File: src/rtl/mem_access_unit_pkg.sv
// Shared encodings and helpers for the MEM-stage load/store executor.
// Width codes match the decoder's memory-control bundle.
package mem_access_unit_pkg;

   localparam logic [1:0] WIDTH_BYTE    = 2'b00;
   localparam logic [1:0] WIDTH_HALF    = 2'b01;
   localparam logic [1:0] WIDTH_ILLEGAL = 2'b10;
   localparam logic [1:0] WIDTH_WORD    = 2'b11;

   localparam logic SIGN_SIGNED   = 1'b0;
   localparam logic SIGN_UNSIGNED = 1'b1;

   typedef enum logic [1:0] {
      ST_IDLE = 2'b00,
      ST_REQ  = 2'b01,
      ST_DONE = 2'b10
   } state_t;

   function automatic logic is_misaligned(input logic [1:0] width, input logic [1:0] lane);
      logic fault;
      case (width)
         WIDTH_BYTE:    fault = 1'b0;
         WIDTH_HALF:    fault = lane[0];
         WIDTH_WORD:    fault = (lane != 2'b00);
         default:       fault = 1'b1;
      endcase
      return fault;
   endfunction

   function automatic logic [3:0] byte_enables(input logic [1:0] width, input logic [1:0] lane);
      logic [3:0] be;
      case (width)
         WIDTH_BYTE: be = 4'b0001 << lane;
         WIDTH_HALF: be = lane[1] ? 4'b1100 : 4'b0011;
         default:    be = 4'b1111;
      endcase
      return be;
   endfunction

   function automatic logic [31:0] replicate_store(input logic [1:0] width, input logic [31:0] wdata);
      logic [31:0] data;
      case (width)
         WIDTH_BYTE: data = {4{wdata[7:0]}};
         WIDTH_HALF: data = {2{wdata[15:0]}};
         default:    data = wdata;
      endcase
      return data;
   endfunction

endpackage

File: src/rtl/mem_access_unit_load_align.sv
// Combinational load lane select plus sign/zero extension.
// Kept standalone so the forwarding path can reuse it.
module mem_load_align
   import mem_access_unit_pkg::*;
#(
   parameter int NB_DATA = 32
) (
   input  logic [NB_DATA-1:0] i_rdata,
   input  logic [1:0]         i_lane,
   input  logic [1:0]         i_width,
   input  logic               i_sign_flag,
   output logic [NB_DATA-1:0] o_data
);

   logic [7:0]  byte_sel;
   logic [15:0] half_sel;
   logic        extend;

   always_comb begin
      byte_sel = i_rdata[{i_lane, 3'b000} +: 8];
      half_sel = i_rdata[{i_lane[1], 4'b0000} +: 16];
      extend   = (i_sign_flag == SIGN_SIGNED);
      case (i_width)
         WIDTH_BYTE: o_data = {{(NB_DATA-8){extend & byte_sel[7]}}, byte_sel};
         WIDTH_HALF: o_data = {{(NB_DATA-16){extend & half_sel[15]}}, half_sel};
         default:    o_data = i_rdata;
      endcase
   end

endmodule

File: src/rtl/mem_access_unit.sv
// MEM-stage load/store executor: req/ack data-memory port, byte enables,
// lane-replicated store data, extended load data and pipeline stall.
module mem_access_unit
   import mem_access_unit_pkg::*;
#(
   parameter int NB_DATA = 32,
   parameter int NB_ADDR = 32
) (
   input  logic               clk,
   input  logic               i_rst,
   input  logic               i_valid,
   input  logic               i_mem_read,
   input  logic               i_mem_write,
   input  logic [1:0]         i_width,
   input  logic               i_sign_flag,
   input  logic [NB_ADDR-1:0] i_addr,
   input  logic [NB_DATA-1:0] i_wdata,
   output logic               o_stall,
   output logic               o_done,
   output logic [NB_DATA-1:0] o_rdata,
   output logic               o_misaligned,
   output logic               o_mem_req,
   output logic               o_mem_we,
   output logic [NB_ADDR-3:0] o_mem_addr,
   output logic [3:0]         o_mem_be,
   output logic [NB_DATA-1:0] o_mem_wdata,
   input  logic               i_mem_ack,
   input  logic [NB_DATA-1:0] i_mem_rdata
);

   state_t state, state_next;

   logic               start;
   logic               fault;
   logic [NB_ADDR-3:0] addr_q;
   logic [1:0]         lane_q;
   logic [3:0]         be_q;
   logic [NB_DATA-1:0] wdata_q;
   logic [1:0]         width_q;
   logic               sign_q;
   logic               we_q;
   logic               fault_q;
   logic [NB_DATA-1:0] rdata_q;
   logic [NB_DATA-1:0] load_data;

   mem_load_align #(
      .NB_DATA (NB_DATA)
   ) u_load_align (
      .i_rdata     (i_mem_rdata),
      .i_lane      (lane_q),
      .i_width     (width_q),
      .i_sign_flag (sign_q),
      .o_data      (load_data)
   );

   always_ff @(posedge clk) begin
      if (i_rst) state <= ST_IDLE;
      else       state <= state_next;
   end

   // Everything is captured on accept so the memory port stays stable
   // while the upstream instruction is frozen but may still be changing.
   always_ff @(posedge clk) begin
      if (i_rst) begin
         addr_q  <= '0;
         lane_q  <= '0;
         be_q    <= '0;
         wdata_q <= '0;
         width_q <= '0;
         sign_q  <= '0;
         we_q    <= '0;
         fault_q <= '0;
         rdata_q <= '0;
      end else begin
         case (state)
            ST_IDLE: begin
               if (start) begin
                  addr_q  <= i_addr[NB_ADDR-1:2];
                  lane_q  <= i_addr[1:0];
                  be_q    <= byte_enables(i_width, i_addr[1:0]);
                  wdata_q <= replicate_store(i_width, i_wdata);
                  width_q <= i_width;
                  sign_q  <= i_sign_flag;
                  we_q    <= i_mem_write;
                  fault_q <= fault;
                  rdata_q <= '0;
               end
            end
            ST_REQ: begin
               if (i_mem_ack) rdata_q <= we_q ? '0 : load_data;
            end
            default: ;
         endcase
      end
   end

   always_comb begin
      start        = i_valid & (i_mem_read | i_mem_write);
      fault        = is_misaligned(i_width, i_addr[1:0]);
      state_next   = state;
      o_stall      = 1'b0;
      o_done       = 1'b0;
      o_rdata      = '0;
      o_misaligned = 1'b0;
      o_mem_req    = 1'b0;
      o_mem_we     = 1'b0;
      o_mem_addr   = '0;
      o_mem_be     = '0;
      o_mem_wdata  = '0;
      case (state)
         ST_IDLE: begin
            o_stall = start;
            if (start) state_next = fault ? ST_DONE : ST_REQ;
         end
         ST_REQ: begin
            o_stall     = 1'b1;
            o_mem_req   = 1'b1;
            o_mem_we    = we_q;
            o_mem_addr  = addr_q;
            o_mem_be    = be_q;
            o_mem_wdata = wdata_q;
            if (i_mem_ack) state_next = ST_DONE;
         end
         ST_DONE: begin
            o_done       = 1'b1;
            o_misaligned = fault_q;
            o_rdata      = rdata_q;
            state_next   = ST_IDLE;
         end
         default: state_next = ST_IDLE;
      endcase
   end

endmodule

File: config.mk
export PLATFORM = sky130hd
export DESIGN_NAME = mem_access_unit
export DESIGN_NICKNAME = d
export VERILOG_FILES = /design/src/rtl/mem_access_unit_pkg.sv /design/src/rtl/mem_access_unit_load_align.sv /design/src/rtl/mem_access_unit.sv
export SDC_FILE = /design/constraint.sdc
export NUM_CORES = 1
export LEC_CHECK = 0
export ABC_AREA = 1
export BUFFER_PORTS_ARGS = -buffer_cell sky130_fd_sc_hd__buf_2
export CORE_MARGIN = 8
export CORE_UTILIZATION = 25
export DETAILED_ROUTE_END_ITERATION = 8
export PLACE_DENSITY = 0.46
export SLEW_MARGIN = 20
export SYNTH_ARGS = -nofsm -noshare
export SYNTH_HDL_FRONTEND = slang
export SYNTH_SLANG_ARGS = --single-unit
File: constraint.sdc
create_clock -name clk -period 2 [get_ports clk]
set_clock_uncertainty 0.2 [all_clocks]
set_input_delay 0.1 -clock clk [delete_from_list [all_inputs] [get_ports clk]]
set_output_delay 0.1 -clock clk [all_outputs]
set_load 0.02 [all_outputs]
==> results of run 1 <==
[state kept, by name, summed over array words and instances (netlist names)]
name     flops
fault_q      1
lane_q       2
rdata_q     32
wdata_q     32
width_q      2
sign_q       1
we_q         1
addr_q      30
state        2
be_q         4
[per-stage QoR]
step | utilization, % | power (µW) | TNS (ps)
after floorplan | - | 3006 | 0
after global placement | 31.31 | 3340 | 0
after detailed placement | 31.31 | 3342 | 0
after CTS | 37.17 | 5291 | 0
after global routing | 37.51 | 5550 | -3.133
final | 37.51 | 5223 | 0
[timing repair]
action,in CTS,in global routing
resized for setup,0,11
setup endpoints to repair,0,97
hold endpoints to repair,97,0
buffers inserted,0,4
hold buffers,98,0
[synthesized netlist by cell type]
cell type and n:
nor2_2 2, o21ai_0 80, o21a_1 1, buf_1 4, o22ai_1 7, nor2_1 149, nand3_2 1, a21oi_2 10
dfxtp_1 107, nand2_2 12, buf_12 1, nand3_1 17, a211oi_1 1, a21oi_1 109, buf_4 1, nor2_8 1
nand2_4 2, nand3_4 1, inv_1 143, inv_2 1, or2_2 1, buf_2 13, clkinv_4 1, a31oi_1 3
buf_6 2, o21ai_2 1, clkbuf_1 30, or2_0 1, nand2_1 157
[cells by family after synthesis]
logic type,Yosys count,synth area share (%)
buffers and inverters,196,14.51
DFF,107,39.25
AOI/OAI and AO/OA,212,20.52
and+or+nand+nor,344,25.72
[layer usage]
| metal | up-vias | global-route usage [%] | wire length (µm) |
|---|---|---|---|
| li1 | 3225 | - | - |
| met1 | 2707 | 18.89 | 9430 |
| met2 | 190 | 24.53 | 9183 |
| met3 | 15 | 4.837 | 1558 |
| met4 | 0 | 3.843 | 277 |
| met5 | - | 0 | 0 |
[report_power, final]
part | total (µW) | switching, µW | internal [µW] | leakage, µW
combinational | 1150 | 675 | 470 | 0.00269
sequential | 2330 | 52.8 | 2270 | 0.000878
clock | 1750 | 886 | 866 | 0.000134
[tightest hold or removal path: stages]
cell	delay [ps]
buf_2	120
nor2_1	90
nor2_1	50
nand2_1	80
a21oi_1	60
[path summary, 6_finish.rpt]
path | start | end | slack (ps) | cells past startpoint
max reg2reg | state[0] | be_q[3] | 160 | 6
min reg2reg | addr_q[23] | addr_q[23] | 250 | 2
max | state[0] | o_mem_wdata[15] | 140 | 4
min | i_mem_rdata[15] | rdata_q[15] | 3 | 5
[area by class of cell]
class | instances | area [µm²]
clock buffers | 9 | 225.2
fillers | 2412 | 13510
clock inverters | 7 | 61.31
flip-flops and latches | 107 | 2142
multi-input cells | 557 | 2559
diodes | 1 | 2.502
well taps | 280 | 350.3
repair buffers | 326 | 2216
inverters | 145 | 553.0
==> out/qor.csv, run 1 <==
stage,metric,value,unit
clocking,cts_tree,built,
setup_path,cp_max_fo,66,
global_route,antenna_found_initial,1,
setup_path,path_cells,nand2_2 -> buf_12 -> nor2_1 -> buf_2,
setup_path,crit_path_start_kind,flip-flop,
placed_design,place_area,6769,µm²
global_route,first_global_vias,6221,
clocking,clkSlewWorstSetupHoldPaths,80,ps
timing,hold_viol,0,
synthesis,syn-cell-area,5458,µm²
synthesis,ys_ff_latch,107,
route,drt-total-wl,20.45,mm
worst_hold_path,hold_path.class,input port to flip-flop,
clocking,cts_sinks,107,
synthesis,synth_seq_area_share,39.25,%
route,drc_errors,0,
synthesis,syn_avg_cell_area,6.354,µm²
die,ioPinCount,208,
setup_path,max_stage_delay,440,ps
global_route,grt_max_degree,67,
flow_run,cap_violations,0,
synthesis,synthTopCellsByArea,"dfxtp_1 (39%), nand2_1 (11%), nor2_1 (10%), a21oi_1 (10%), inv_1 (9.8%)",
synthesis,synthCells,859,
setup_path,critPathCaptureType,output pin,
die,die_w,163.8,µm
route,vias,6137,
finish,layout_commonest_cell,buf_2,
timing,fmax,0.5374,GHz
placed_design,port_buffers,207,
timing,setup_ws,139.2,ps
setup_path,required,1700,ps
setup_path,path_buf_inv,2,
placed_design,place_inst,1312,
global_route,grt_overflow_total,0,
timing,final.min_clock_period,1861,ps
clocking,clockBufferDepth,2,
setup_path,cpMaxStageDelayCell,dfxtp_1,
finish,fin_area,8109,µm²
die,start_util,25.24,%
clocking,cts_root_buf,clkbuf_16,
global_route,grt_pass1_wl,32.35,mm
finish,syn_to_final_growth,48.58,%
timing,fin_hold_ws,2.713,ps
finish,drive_above_1_share,24.76,%
setup_path,crit_family,flip-flops,
placed_design,place.gp.congestion,0.8212,
route,ant_nets,0,
synthesis,syn_nets,964,
route,dr.pass1.iters,5,
clocking,htreeDepth,3,
finish,finalNonFillerCells,1432,
setup_path,crit_arrival,1560,ps
die,die_h,163.8,µm
die,coreArea,21620,µm²
setup_path,path_class,flip-flop to output pin,
die,die-area,26810,µm²
power,vdd_drop_max,0.0003731,V
outcome,status,completed,
route,vias_per_cell,4.286,
power,power.density,644.1,nW/µm²
clocking,clk_latency,350,ps
synthesis,synth_cell_types,29,
synthesis,synth_top_area_cell,dfxtp_1,
timing,slew_violations,0,
finish,mostFrequentLayoutCells,"buf_2 (207), nand2_1 (155), nor2_1 (146), inv_1 (142), a21oi_1 (109)",
global_route,grt_usage,15.05,%
timing,min_period_over_period,93.04,%
placed_design,preCtsSetupSlack,159.9,ps
synthesis,synth_top_area_share,39.25,%
placed_design,dp_hpwl,14.67,mm
timing,slew-limit-headroom,56.72,%
finish,fin_nets,1251,
synthesis,yosysWarnings,0,
timing,worstMarginPinSlew,649.3,ps
route,avgRoutedWirePerCell,14.28,µm
route,dr.first_iter.drc_count,342,
power,leakage,0.003698,µW
timing,setup_viol,0,
clocking,cts_buffers,9,
die,rows,54,
No activity file was read; power rests on OpenSTA's default activity.
==> inputs of run 2 (changes only) <==
--- a/config.mk
+++ b/config.mk
@@ -14,4 +14,5 @@
 export SLEW_MARGIN = 20
 export SYNTH_ARGS = -nofsm -noshare
 export SYNTH_HDL_FRONTEND = slang
+export SYNTH_HIERARCHICAL = 1
 export SYNTH_SLANG_ARGS = --single-unit
==> run 2 against run 1 <==
Net effect: fmax decreased by 3.1%; worst hold slack improved by 23 ps; wire length increased by 8.3%; design area increased by 4.1%; combinational power increased by 32%; synthesized cell count increased by 14%; via count increased by 11%; sequential power increased by 4%; area after synthesis increased by 9.9%; critical path type is now input port to flip-flop; largest power group unchanged.
==> out/qor.csv, run 2 <==
stage,metric,value,unit,change
power,intPower,3836,µW,+6.3%
synthesis,synth_ff_type,dfxtp_1,,
setup_path,path_buf_inv,4,,+2
placed_design,place.gp.congestion,0.8197,,-0.18%
finish,fin_nets,1346,,+7.6%
global_route,grt_overflow_total,0,,unchanged
timing,min_period_over_period,96.05,%,+3.0 points
route,vias,6799,,+11%
clocking,cts_sinks,107,,unchanged
setup_path,crit_path_start_kind,input port,,
power,switching_power,1984,µW,+23%
power,leakage,0.004179,µW,+13%
route,drc_errors,0,,unchanged
setup_path,r2r_start,width_q[0],,
route,dr.pass1.iters,5,,unchanged
synthesis,synthCells,983,,+14%
route,vias_per_cell,4.344,,+1.4%
timing,fmax,0.5205,GHz,-3.1%
timing,final.min_clock_period,1921,ps,+60.29 ps
setup_path,critPathCaptureType,flip-flop,,
clocking,htreeDepth,3,,unchanged
route,dr.first_iter.drc_count,322,,-5.8%
setup_path,max_stage_delay,550,ps,+110 ps
clocking,clockBufferDepth,2,,unchanged
finish,fin_area,8442,µm²,+4.1%
setup_path,startpoint,i_width[1],,
global_route,grt_usage,15.15,%,+0.097 points
power,fin_total_pwr,5820,µW,+11%
timing,slew-limit-headroom,63.89,%,+7.2 points
global_route,grt_max_degree,71,,+6.0%
synthesis,ys_ff_latch,107,,unchanged
clocking,cts_buffers,9,,unchanged
route,ant_nets,0,,unchanged
setup_path,cp_max_fo,8,,-88%
setup_path,r2r_setup_slack,220,ps,+60 ps
synthesis,synthMostInstantiatedCell,nand2_1,,
setup_path,crit_path_end,wdata_q[28],,
synthesis,synth_commonest_cells,"nand2_1 (302), nor2_1 (183), inv_1 (112)",,
synthesis,synth_cell_types,23,,-21%
global_route,first_global_vias,6833,,+9.8%
timing,slew_violations,0,,unchanged
finish,drive_above_1_share,24.56,%,-0.20 points
setup_path,path_cells,dlygate4sd3_1 -> buf_2 -> nor2_2 -> buf_6 -> nand2_1 -> nand3_1 -> dlygate4sd3_1 -> nand2_1 -> a21oi_1,,
synthesis,yosysWarnings,6,,+6
synthesis,async_reset_ff_share,0,%,unchanged
finish,mostFrequentLayoutCells,"nand2_1 (302), buf_2 (207), nor2_1 (179), inv_1 (110), dfxtp_1 (104)",,
placed_design,preCtsSetupSlack,161.5,ps,+1.655 ps
clocking,clk_latency,360,ps,about the same
synthesis,syn_nets,1088,,+13%
synthesis,synth_edf_count,0,,unchanged
setup_path,r2r-end,rdata_q[17],,
setup_path,path_depth,9,,+5
flow_run,cap_violations,0,,unchanged
synthesis,synth_seq_area_share,35.71,%,-3.5 points
global_route,antenna_found_initial,0,,-1
power,pwr-share-seq,41.5,%,-3.0 points
setup_path,crit_arrival,2020,ps,+460 ps
clocking,cts_tree,built,,
timing,setup_viol,0,,unchanged
synthesis,synthTopCellsByArea,"dfxtp_1 (36%), nand2_1 (19%), nor2_1 (11%), inv_1 (7.0%), a21oi_1 (6.3%)",,
die,rows,56,,+3.7%
setup_path,required,2100,ps,+400 ps
finish,syn_to_final_growth,40.74,%,
placed_design,port_buffers,207,,unchanged
finish,finalNonFillerCells,1565,,+9.3%
clocking,clkSlewWorstSetupHoldPaths,90,ps,about the same
placed_design,place_inst,1472,,+12%
power,swShare,34.09,%,+3.2 points
power,vdd_drop_max,0.0003444,V,-7.7%
setup_path,path_class,input port to flip-flop,,
die,start_util,25.48,%,+0.24 points
placed_design,dp_hpwl,16.12,mm,+9.9%
worst_hold_path,hold_path.class,input port to flip-flop,,
synthesis,synth_top_area_cell,dfxtp_1,,
route,avgRoutedWirePerCell,14.15,µm,-0.94%
route,drt-total-wl,22.14,mm,+8.3%
die,ioPinCount,208,,unchanged
die,die-area,29210,µm²,+8.9%
global_route,grt_pass1_wl,35.37,mm,+9.3%
clocking,cts_root_buf,clkbuf_16,,
setup_path,cpMaxStageDelayCell,dlygate4sd3_1,,
power,combPwrFrac,26.2,%,+4.3 points
die,die_w,170.9,µm,+4.4%
die,die_h,170.9,µm,+4.4%
synthesis,syn_avg_cell_area,6.102,µm²,-4.0%
setup_path,rr_worst_depth,12,,+6
power,power.density,689.5,nW/µm²,+7.0%
timing,worstMarginPinSlew,541.1,ps,-108.2 ps
timing,fin_hold_ws,25.99,ps,+23.28 ps
synthesis,synth_top_area_share,35.71,%,-3.5 points
finish,layout_commonest_cell,nand2_1,,
outcome,status,completed,,
finish,diodes,0,,-1
synthesis,syn-cell-area,5998,µm²,+9.9%
die,coreArea,23540,µm²,+8.9%
placed_design,place_area,7353,µm²,+8.6%
power,clkPwrFrac,32.3,%,-1.2 points
finish,reg_top3,"rdata_q x32, wdata_q x32, addr_q x30",,
timing,setup_ws,78.95,ps,-60.29 ps
setup_path,crit_family,buffers and inverters,,
timing,hold_viol,0,,unchanged
run 2: cell count changes in the layout (fill, tap and decap cells not counted), moves of 7 or more:
cell / delta
nand2_1: +147
nand3_1: +34
a21oi_1: -33
nor2_1: +33
o21ai_0: -33
inv_1: -32
dlygate4sd3_1: -28
nand3_2: +20
nand2_2: -11
a21oi_2: -10
o22ai_1: -7
run 2: cell type report:
class                      count  area (µm²)
timing repair buffer         308        2056
clock buffer                   9       225.2
clock inverter                 7       76.32
inverter                     120       455.4
fill                        2696       15100
tap                          319       399.1
sequential                   107        2146
multi-input combinational    695        3084
run 2: power groups by stage:
stage	clock network [µW]	registers [µW]	logic [µW]
floorplan	0	2450	989
CTS	1970	2420	1530
global placement	0	2460	1420
finish	1880	2420	1520
detailed placement	0	2470	1410
global route	2050	2440	1730
run 2: through the flow:
stage	utilization [%]	setup TNS [ps]
CTS	35.55	0
floorplan	-	0
detailed placement	31.23	0
finish	35.86	0
global placement	31.23	0
global route	35.86	-10.96
run 2: repair_timing:
item | 4_1_cts | 5_1_grt
setup endpoints to repair | 26 | 32
pin swaps | 1 | 0
gates resized for setup | 4 | 8
buffers inserted | 0 | 7
cloned | 0 | 0
endpoints found under the hold margin | 70 | 0
hold buffers | 70 | 0
run 2: cells by family after synthesis:
group           share of synthesized area (%)
flops                                   35.71
buf+inv                                 13.27
compound gates                          10.39
simple gates                            40.63
run 2: metal layers:
layer	vias to the layer above	global-route usage [%]	wire length [µm]
li1	3504	-	-
met1	3086	18.54	10000
met5	-	0	0
met2	193	25.50	10220
met4	0	4.197	295
met3	16	4.448	1625
run 2: worst min path at each step:
stage	cells after the start	slack [ps]	to	start
5_1_grt	5	60	rdata_q[29]	i_rst
3_5_place_dp	3	160	sign_q	i_sign_flag
2_1_floorplan	2	40	wdata_q[2]	i_wdata[2]
3_3_place_gp	3	150	sign_q	i_sign_flag
6_report	7	30	rdata_q[3]	i_mem_rdata[3]
4_1_cts	7	20	rdata_q[4]	i_mem_rdata[4]
run 2: tightest hold or removal path: stages:
cell     delay (ps)
buf_2            90
nand2_1          50
nand3_1          70
nand2_1          50
nand3_1          70
nand2_1          50
nor2_1           80
==> inputs of run 3 (changes only) <==
--- a/config.mk
+++ b/config.mk
@@ -5,12 +5,11 @@
 export SDC_FILE = /design/constraint.sdc
 export NUM_CORES = 1
 export LEC_CHECK = 0
-export ABC_AREA = 1
 export BUFFER_PORTS_ARGS = -buffer_cell sky130_fd_sc_hd__buf_2
 export CORE_MARGIN = 8
-export CORE_UTILIZATION = 25
+export CORE_UTILIZATION = 50
 export DETAILED_ROUTE_END_ITERATION = 8
-export PLACE_DENSITY = 0.46
+export PLACE_DENSITY = 0.79
 export SLEW_MARGIN = 20
 export SYNTH_ARGS = -nofsm -noshare
 export SYNTH_HDL_FRONTEND = slang
==> run 3 against run 2 <==
Net effect: fmax up 0.78%; wire length is 13% higher; count of clock-buffer cells in the layout grew 2; critical path depth is 3 lower; via count increased by 12%; critical path type is now input port to output pin.
==> out/qor.csv, run 3 <==
stage,metric,value,unit,change
clocking,htreeDepth,3,,unchanged
route,dr.first_iter.drc_count,1017,,+220%
synthesis,async_reset_ff_share,0,%,unchanged
synthesis,synthMostInstantiatedCell,dfxtp_1,,
timing,fin_hold_ws,13.80,ps,-12.19 ps
setup_path,crit_path_start_kind,input port,,
global_route,antenna_found_initial,2,,+2
setup_path,critPathCaptureType,output pin,,
route,vias,7623,,+12%
setup_path,r2r_setup_slack,120,ps,-100 ps
power,leakage,0.004165,µW,-0.33%
synthesis,synth_top_area_share,32.95,%,-2.8 points
worst_hold_path,min_path_cells,5,,-2
route,vias_per_cell,6.326,,+46%
placed_design,port_buffers,207,,unchanged
placed_design,dp_hpwl,14.30,mm,-11%
die,coreArea,12670,µm²,-46%
timing,min_period_over_period,95.31,%,-0.74 points
synthesis,synth_commonest_cells,"dfxtp_1 (107), and3_1 (100), a21oi_1 (68), clkbuf_1 (68), nand2_1 (66)",,
global_route,grt_usage,29.24,%,+14 points
setup_path,path_buf_inv,4,,unchanged
finish,nFillCells,993,,-63%
clocking,cts_tree,built,,
finish,drive_above_1_share,31.29,%,+6.7 points
setup_path,cpMaxStageDelayCell,dlygate4sd3_1,,
synthesis,yosysWarnings,6,,unchanged
finish,finalNonFillerCells,1205,,-23%
worst_hold_path,hold_end,rdata_q[13],,
setup_path,rr_worst_depth,4,,-8
timing,fmax,0.5246,GHz,+0.78%
setup_path,critical_path.most_common_cell,buf_2,,
setup_path,max_stage_delay,550,ps,about the same
route,avgRoutedWirePerCell,20.83,µm,+47%
route,ant_nets,0,,unchanged
outcome,status,completed,,
synthesis,synth_cell_types,49,,+110%
synthesis,synth_top_family_by_area,compound AO/OA/AOI/OAI gates,,
finish,fin_nets,1129,,-16%
synthesis,synth_compound_area_share,31.53,%,+21 points
global_route,first_global_vias,7528,,+10%
power,power.density,613.9,nW/µm²,-11%
clocking,clkSlewWorstSetupHoldPaths,70,ps,-20 ps
timing,slew-limit-headroom,32.72,%,-31 points
die,die_h,130.0,µm,-24%
worst_hold_path,hp-start,i_mem_rdata[13],,
synthesis,synthAdderAreaFrac,0,%,unchanged
synthesis,synth_xor_area_share,0,%,unchanged
setup_path,cp_max_fo,10,,+2
finish,register_area,2150,µm²,+0.17%
synthesis,syn_avg_cell_area,8.301,µm²,+36%
flow_run,cap_violations,0,,unchanged
global_route,grt_pass1_wl,39.66,mm,+12%
timing,setup_ws,93.84,ps,+14.89 ps
clocking,cts_root_buf,clkbuf_16,,
die,rows,41,,-27%
die,die-area,16900,µm²,-42%
placed_design,place.gp.congestion,0.8520,,+3.9%
setup_path,path_class,input port to output pin,,
synthesis,syn_nets,888,,-18%
synthesis,synthTopCellsByArea,"dfxtp_1 (33%), and3_1 (9.6%), o221ai_2 (6.9%), a21oi_1 (5.2%), o31ai_1 (5.0%)",,
timing,final.min_clock_period,1906,ps,-14.89 ps
finish,mostFrequentLayoutCells,"buf_2 (206), dfxtp_1 (105), and3_1 (100), dlygate4sd3_1 (95), a21oi_1 (68)",,
placed_design,place_area,7605,µm²,+3.4%
timing,tns,0,ps,unchanged
finish,syn_to_final_growth,36.27,%,
timing,setup_viol,0,,unchanged
timing,worstMarginPinSlew,1001,ps,+459.8 ps
timing,hold_viol,0,,unchanged
route,drc_errors,0,,unchanged
power,vdd_drop_max,0.0006569,V,+91%
die,die_w,130.0,µm,-24%
synthesis,synth_top_area_cell,dfxtp_1,,
clocking,clockBufferDepth,2,,unchanged
global_route,grt_max_degree,92,,+30%
synthesis,synth_ff_type,dfxtp_1,,
setup_path,crit_arrival,1610,ps,-410 ps
finish,reg_top3,"rdata_q x32, wdata_q x32, addr_q x30",,
setup_path,r2r_start,state[1],,
die,ioPinCount,208,,unchanged
setup_path,required,1700,ps,-400 ps
synthesis,synth_simple_gate_area_share,20.48,%,-20 points
synthesis,ys_ff_latch,107,,unchanged
route,dr.pass1.iters,6,,+1
synthesis,synth_seq_area_share,32.95,%,-2.8 points
placed_design,preCtsSetupSlack,135.2,ps,-26.30 ps
die,start_util,51.30,%,+26 points
synthesis,synth_edf_count,0,,unchanged
clocking,cts_sinks,107,,unchanged
synthesis,synthCells,783,,-20%
timing,rsz0062_at_grt,false,,
timing,slew_violations,0,,unchanged
route,drt-total-wl,25.10,mm,+13%
clocking,cts_buffers,9,,unchanged
synthesis,synthMuxAreaShare,5.582,%,+5.6 points
setup_path,crit_family,buffers and inverters,,
finish,multi_input_area,3757,µm²,+22%
clocking,clk_latency,360,ps,about the same
placed_design,place_inst,1090,,-26%
finish,layout_commonest_cell,buf_2,,
synthesis,syn-cell-area,6500,µm²,+8.4%
worst_hold_path,hold_path.class,input port to flip-flop,,
setup_path,path_cells,dlygate4sd3_1 -> buf_2 -> o21ai_4 -> buf_4 -> a21oi_1 -> buf_2,,
setup_path,r2r-end,wdata_q[11],,
global_route,grt_overflow_total,0,,unchanged
clocking,cts_setup_buffers,0,,unchanged
finish,fin_area,8857,µm²,+4.9%
[run 3: how the worst max path moves through the flow]
stage / to / from / depth (start not counted) / slack (ps)
after floorplan: rdata_q[16] / lane_q[1] / 8 / 140
after CTS: o_mem_addr[11] / state[0] / 3 / 70
after global placement: rdata_q[22] / lane_q[1] / 7 / 210
after detailed placement: rdata_q[28] / lane_q[1] / 7 / 140
after global routing: rdata_q[20] / lane_q[1] / 7 / 10
final: o_stall / i_mem_write / 6 / 90
[run 3: kinds of logic (layout without fill, tap and decap cells)]
family          after synthesis  count (layout)
compound gates              260             260
buf+inv                     142             388
flops                       107             107
mux                          35              35
other cells                   0               4
simple gates                239             239
[run 3: area by class of cell]
type	count	area share [%]
antenna	4	0.1130
clock buffer	11	2.741
clock inverter	5	0.4097
inverter	37	1.568
multi-input combinational	534	42.42
sequential	107	24.27
tap	172	2.430
timing repair buffer	335	26.05
[run 3: tightest hold or removal path: cells and delay by family]
kind                   cells  cell delay [ps]
AO/OA/AOI/OAI              2              140
buffers and inverters      2              170
AND/OR/NAND/NOR            1              110
[run 3: per-layer routing]
layer | vias up | track usage (%) | share of wire, %
met5 | - | 0 | 0
met4 | 0 | 12.84 | 3.7
met3 | 91 | 8.609 | 9.9
met2 | 495 | 48.82 | 48
met1 | 3584 | 34.17 | 38
li1 | 3453 | - | -
[run 3: timing repair]
action / CTS / global route
hold buffers: 95 / 0
resized for setup: 0 / 4
endpoints found under the setup margin: 0 / 10
hold endpoints to repair: 86 / 0
[run 3: report_power, final]
group / switching (µW) / internal (µW)
logic: 790 / 562
clock network: 864 / 889
registers: 80.6 / 2250
[run 3: metrics by stage]
step                      util (%)  power (µW)
after floorplan                  -        3130
after global placement       60.02        3482
after detailed placement     60.02        3499
after CTS                    69.72        5370
after global routing         69.86        5658
final                        69.90        5438
